`src/rtl/sync_fifo_prog.sv`:
```
// sync_fifo_prog: single-clock FIFO with runtime almost-full/almost-empty
// thresholds, fill-level output, synchronous flush, any depth >= 2 and an
// optional first-word-fall-through read port.
//
// Ports
//   clk, rst_n    clock, synchronous active-low reset
//   data_in       write data          wr_en  write request
//   rd_en         read request (pop in FWFT mode)
//   flush         synchronous clear of contents
//   af_thresh     almostfull  when count >= af_thresh
//   ae_thresh     almostempty when count <= ae_thresh
//   data_out      read data (registered, or fall-through when FWFT=1)
//   wr_ack / overflow / underflow   one-cycle status pulses for the previous edge
//   full, empty, almostfull, almostempty, count   live fill status
module sync_fifo_prog #(
  parameter int FIFO_WIDTH = 16,
  parameter int FIFO_DEPTH = 8,
  parameter bit FWFT       = 1'b0,
  localparam int CW        = $clog2(FIFO_DEPTH + 1)
) (
  input  logic                  clk,
  input  logic                  rst_n,
  input  logic [FIFO_WIDTH-1:0] data_in,
  input  logic                  wr_en,
  input  logic                  rd_en,
  input  logic                  flush,
  input  logic [CW-1:0]         af_thresh,
  input  logic [CW-1:0]         ae_thresh,
  output logic [FIFO_WIDTH-1:0] data_out,
  output logic                  wr_ack,
  output logic                  overflow,
  output logic                  underflow,
  output logic                  full,
  output logic                  empty,
  output logic                  almostfull,
  output logic                  almostempty,
  output logic [CW-1:0]         count
);

  localparam int PW = $clog2(FIFO_DEPTH);

  logic [FIFO_WIDTH-1:0] mem [FIFO_DEPTH];
  logic [PW-1:0]         wr_ptr, rd_ptr;
  logic                  wr_acc, rd_acc;

  assign full        = (count == CW'(FIFO_DEPTH));
  assign empty       = (count == '0);
  // Plain compares give the degenerate cases for free: af_thresh=0 always
  // holds, and ae_thresh >= depth always holds since count <= depth.
  assign almostfull  = (count >= af_thresh);
  assign almostempty = (count <= ae_thresh);

  assign wr_acc = wr_en & ~full;
  assign rd_acc = rd_en & ~empty;

  // Depth need not be a power of two, so wrap explicitly.
  function automatic logic [PW-1:0] ptr_nxt(input logic [PW-1:0] p);
    return (p == PW'(FIFO_DEPTH - 1)) ? '0 : p + 1'b1;
  endfunction

  always_ff @(posedge clk) begin
    if (!rst_n) begin
      wr_ptr    <= '0;
      rd_ptr    <= '0;
      count     <= '0;
      wr_ack    <= 1'b0;
      overflow  <= 1'b0;
      underflow <= 1'b0;
    end else if (flush) begin
      wr_ptr    <= '0;
      rd_ptr    <= '0;
      count     <= '0;
      wr_ack    <= 1'b0;
      overflow  <= 1'b0;
      underflow <= 1'b0;
    end else begin
      if (wr_acc) wr_ptr <= ptr_nxt(wr_ptr);
      if (rd_acc) rd_ptr <= ptr_nxt(rd_ptr);
      count     <= count + CW'(wr_acc) - CW'(rd_acc);
      wr_ack    <= wr_acc;
      overflow  <= wr_en & ~wr_acc;
      underflow <= rd_en & ~rd_acc;
    end
  end

  // Storage is never reset; only written locations are ever read out.
  always_ff @(posedge clk) begin
    if (rst_n && !flush && wr_acc) mem[wr_ptr] <= data_in;
  end

  generate
    if (FWFT) begin : g_fwft
      assign data_out = empty ? '0 : mem[rd_ptr];
    end else begin : g_reg
      logic [FIFO_WIDTH-1:0] dout_q;
      // Holds across rejected reads and flush; only reset clears it.
      always_ff @(posedge clk) begin
        if (!rst_n)                dout_q <= '0;
        else if (!flush && rd_acc) dout_q <= mem[rd_ptr];
      end
      assign data_out = dout_q;
    end
  endgenerate

endmodule

```
`config.mk`:
```
export PLATFORM = sky130hd
export DESIGN_NAME = sync_fifo_prog
export DESIGN_NICKNAME = d
export VERILOG_FILES = /design/src/rtl/sync_fifo_prog.sv
export SDC_FILE = /design/constraint.sdc
export NUM_CORES = 1
export LEC_CHECK = 0
export ABC_AREA = 1
export BUFFER_PORTS_ARGS = -buffer_cell sky130_fd_sc_hd__buf_2
export CAP_MARGIN = 20
export CORE_ASPECT_RATIO = 1.25
export CORE_MARGIN = 8
export CORE_UTILIZATION = 50
export DETAILED_ROUTE_END_ITERATION = 8
export PLACE_DENSITY = 0.7
export SYNTH_ARGS = -nofsm -noshare
export SYNTH_HDL_FRONTEND = slang
export SYNTH_SLANG_ARGS = --single-unit
```
`constraint.sdc`:
```
create_clock -name clk -period 7.1 [get_ports clk]
set_input_delay 1.775 -clock clk [delete_from_list [all_inputs] [get_ports clk]]
set_output_delay 1.775 -clock clk [all_outputs]
set_load 0.005 [all_outputs]
```
==> results by group <==
Status
  – Status: finished clean

Critical path
  – Reg2reg end: count[2]
  – Critical-path maximum fanout: 2
  – R2r setup slk: 4.82 ns
  – Critical path cell sequence: buf_2 > inv_1 > ha_1 > inv_1 > nor2_1 > o211ai_1 > nand3_1 > buf_2
  – CP max stage delay: 0.29 ns
  – CP bufs+invs: 4
  – Nature of the critical path endpoint: output port
  – Data required time at the worst endpoint: 5.33 ns
  – Critical path's slowest cell: ha_1
  – Critical path type: input port to output port
  – Worst EP arrival: 2.71 ns
  – Crit path from: af_thresh[1]
  – Cell depth of the worst flop-to-flop path: 11
  – Critical Path Source Type: input port
  – Critical R2R Launch: count[2]
  – Worst path top cell family by delay: buffers and inverters

Floorplanning
  – Initial core utilization: 50.26%
  – Die extent in x: 120.7 um
  – Die area: 0.01773 mm^2
  – Core ar.: 0.01363 mm^2
  – Die H: 146.9 um
  – I/O pins: 56
  – Std-Cell Rows: 48

Placement
  – Placed cell count: 889
  – IO Port Bufs: 55
  – RD Place Congestion: 0.7590
  – Final HPWL from detailed placement: 8825 um

Global route
  – Initial antenna violation count: 0
  – First-pass GRT wire length: 23730 um
  – GRT Residual Overflow: 0
  – GRT Util Overall: 17.52%
  – Pin count of the biggest net entering global routing: 67
  – Vias in the first global route: 4836

STA
  – Setup TNS: 0 ns
  – Final Hold Viols: 0
  – Worst-Margin Slew: 0.9171 ns
  – Final Slew Violations: 0
  – Fmax: 222.9 MHz
  – Final setup violation count: 0
  – Final Skew: 0.006652 ns
  – Rel. slew slack: 38.78%
  – Fin crit share: 63.20%
  – Hold WS: 0.4600 ns
  – RSZ-0062 raised after global routing: no
  – Post-layout minimum cycle time: 4.487 ns

Power and ir drop
  – VDD IR max: 0.1616 mV
  – Design Power: 0.002058 W
  – PD cells: 262.4 mW/mm^2
  – Lkg Pwr: 3.440 nW

Clock network
  – Clock net sink count: 157
  – Post-CTS sizing: 0
  – CTS tree: done
  – Clock Tree Root: clkbuf_16
  – H-tree depth: 4
  – Clock-pin slew on the worst setup and hold paths: 0.06 ns
  – CTS Buf Count: 17
  – Clock Tree Buf Depth: 2
  – Post-CTS Hold Fix Bufs: 0
  – Post-CTS setup buffers: 0
  – Insertion delay to the later sink of the worst-skew pair: 0.42 ns

Routing
  – DR vias: 4727
  – Initial DRT Pass Iterations: 5
  – Drt via density: 5.127
  – Post-route ant nets: 0
  – Residual DRC count: 0
  – Initial DRC Count: 319
  – Final Routed Wirelength: 14940 um
  – Routed WL per cell: 16.20 um

Logic synthesis
  – Synth top area cells: edfxtp_1 (56%), nand2_1 (10%), dfxtp_1 (8.5%)
  – Post-synth top cells: nand2_1 (186), edfxtp_1 (128), inv_1 (116)
  – Yosys warnings: 0
  – Sequential share of the synthesized area: 64.57%
  – Syn avg cell area: 10.14 um^2
  – Most used DFF post-synth: edfxtp_1
  – Mapped Cells: 676
  – Most frequent cell after synthesis: nand2_1
  – Syn Std Cell Area: 0.006852 mm^2
  – Area share of the largest cell type after synthesis: 56.10%
  – Number of synthesized flops with an enable pin: 128
  – Synth Net Count: 724
  – Synth Register Bits: 157
  – Post-synth ARST share: 0%
  – Synth cell types: 28
  – Yosys top cell by area: edfxtp_1

Worst hold path
  – Hold Crit Class: flop to flop
  – Hold path cells: 2
  – Worst hold endpoint: data_out[13]
  – Hold_sp: data_out[13]

Layout
  – Share of layout cells above drive strength 1: 15.39%
  – Total Nets Final: 782
  – Post-layout util: 57.52%
  – Area delta synth->final: 14.44%
  – Ant. Diodes: 0
  – Non-filler cells, final: 922

Flow run
  – Max-cap check violation count: 0
==> logic make-up (layout without fill, tap and decap cells) <==
logic type / after synthesis / after routing / synth area share (%)
xor+xnor: 1 / 1 / 0.1279
flops: 157 / 157 / 64.57
compound gates: 34 / 34 / 2.593
fa+ha+maj: 19 / 19 / 3.579
buf+inv: 151 / 222 / 9.186
simple gates: 314 / 314 / 19.94
==> worst reg2reg max path, stage by stage (launching register included) <==
cell and delay [ns]:
dfxtp_1 0.39, inv_1 0.11, ha_1 0.21, nand3_1 0.14, nand2_1 0.18, ha_1 0.34
inv_1 0.06, ha_1 0.13, inv_1 0.06, fa_1 0.38, xor2_1 0.14, nor2_1 0.05
==> per-layer routing <==
| metal | share of wire, % | GRT usage (%) |
|---|---|---|
| met5 | 0 | 0 |
| met4 | 2.5 | 8.954 |
| met3 | 6.7 | 4.954 |
| met2 | 52 | 30.44 |
| met1 | 39 | 18.97 |
==> layout by cell type (no fill, tap or decap), types with 2 or more instances in the layout <==
cell	synthesis	final
clkinv_2	0	5
o21ai_0	3	3
nand3_1	98	98
o21ai_1	4	4
inv_4	1	4
inv_2	7	7
ha_1	18	18
nand2_2	3	3
nor2_4	2	2
buf_2	15	55
a21oi_1	24	24
dfxtp_1	29	28
edfxtp_1	128	128
nor2_1	19	19
inv_1	116	116
clkbuf_8	0	2
buf_4	7	10
nor3_2	0	2
clkbuf_16	0	17
clkbuf_1	3	2
nand2_1	186	186
==> stage by stage <==
step           instance area, um^2  setup WS [ns]
4_1_cts                       7821          2.606
3_5_place_dp                  7271          2.613
2_1_floorplan                 6852          2.924
6_report                      7841          2.613
3_3_place_gp                  7271          2.713
5_1_grt                       7841          2.529
==> flip-flops by register name (all words and copies together), names as in the netlist <==
name and flops:
rd_ptr 3, wr_ack 1, underflow 1, wr_ptr 3, overflow 1, mem 128, data_out 16, count 4
==> power breakdown <==
part	leakage (nW)	total, W	switching, W	internal [W]
Combinational	1.77	0.000197	0.000129	0.0000685
Clock	0.278	0.000836	0.000338	0.000497
Sequential	1.39	0.00102	0.0000127	0.00101
Total	3.44	0.00206	0.000480	0.00158
==> area by class of cell <==
type	instances	area, um^2
clock buffers	21	460.4
clock inverters	11	90.09
fillers	1083	5792
inverters	124	467.9
multi-input cells	368	1808
flip-flops and latches	157	4425
well taps	175	219.0
repair buffers	66	370.4
==> how the worst max path moves through the flow <==
stage,slack (ns),depth (start not counted),end
2_1_floorplan,2.92,6,almostfull
3_3_place_gp,2.71,8,almostfull
3_5_place_dp,2.61,8,almostfull
4_1_cts,2.61,8,almostfull
5_1_grt,2.53,8,almostfull
6_report,2.61,8,almostfull
Note: power is estimated with default switching activity, not from simulation.
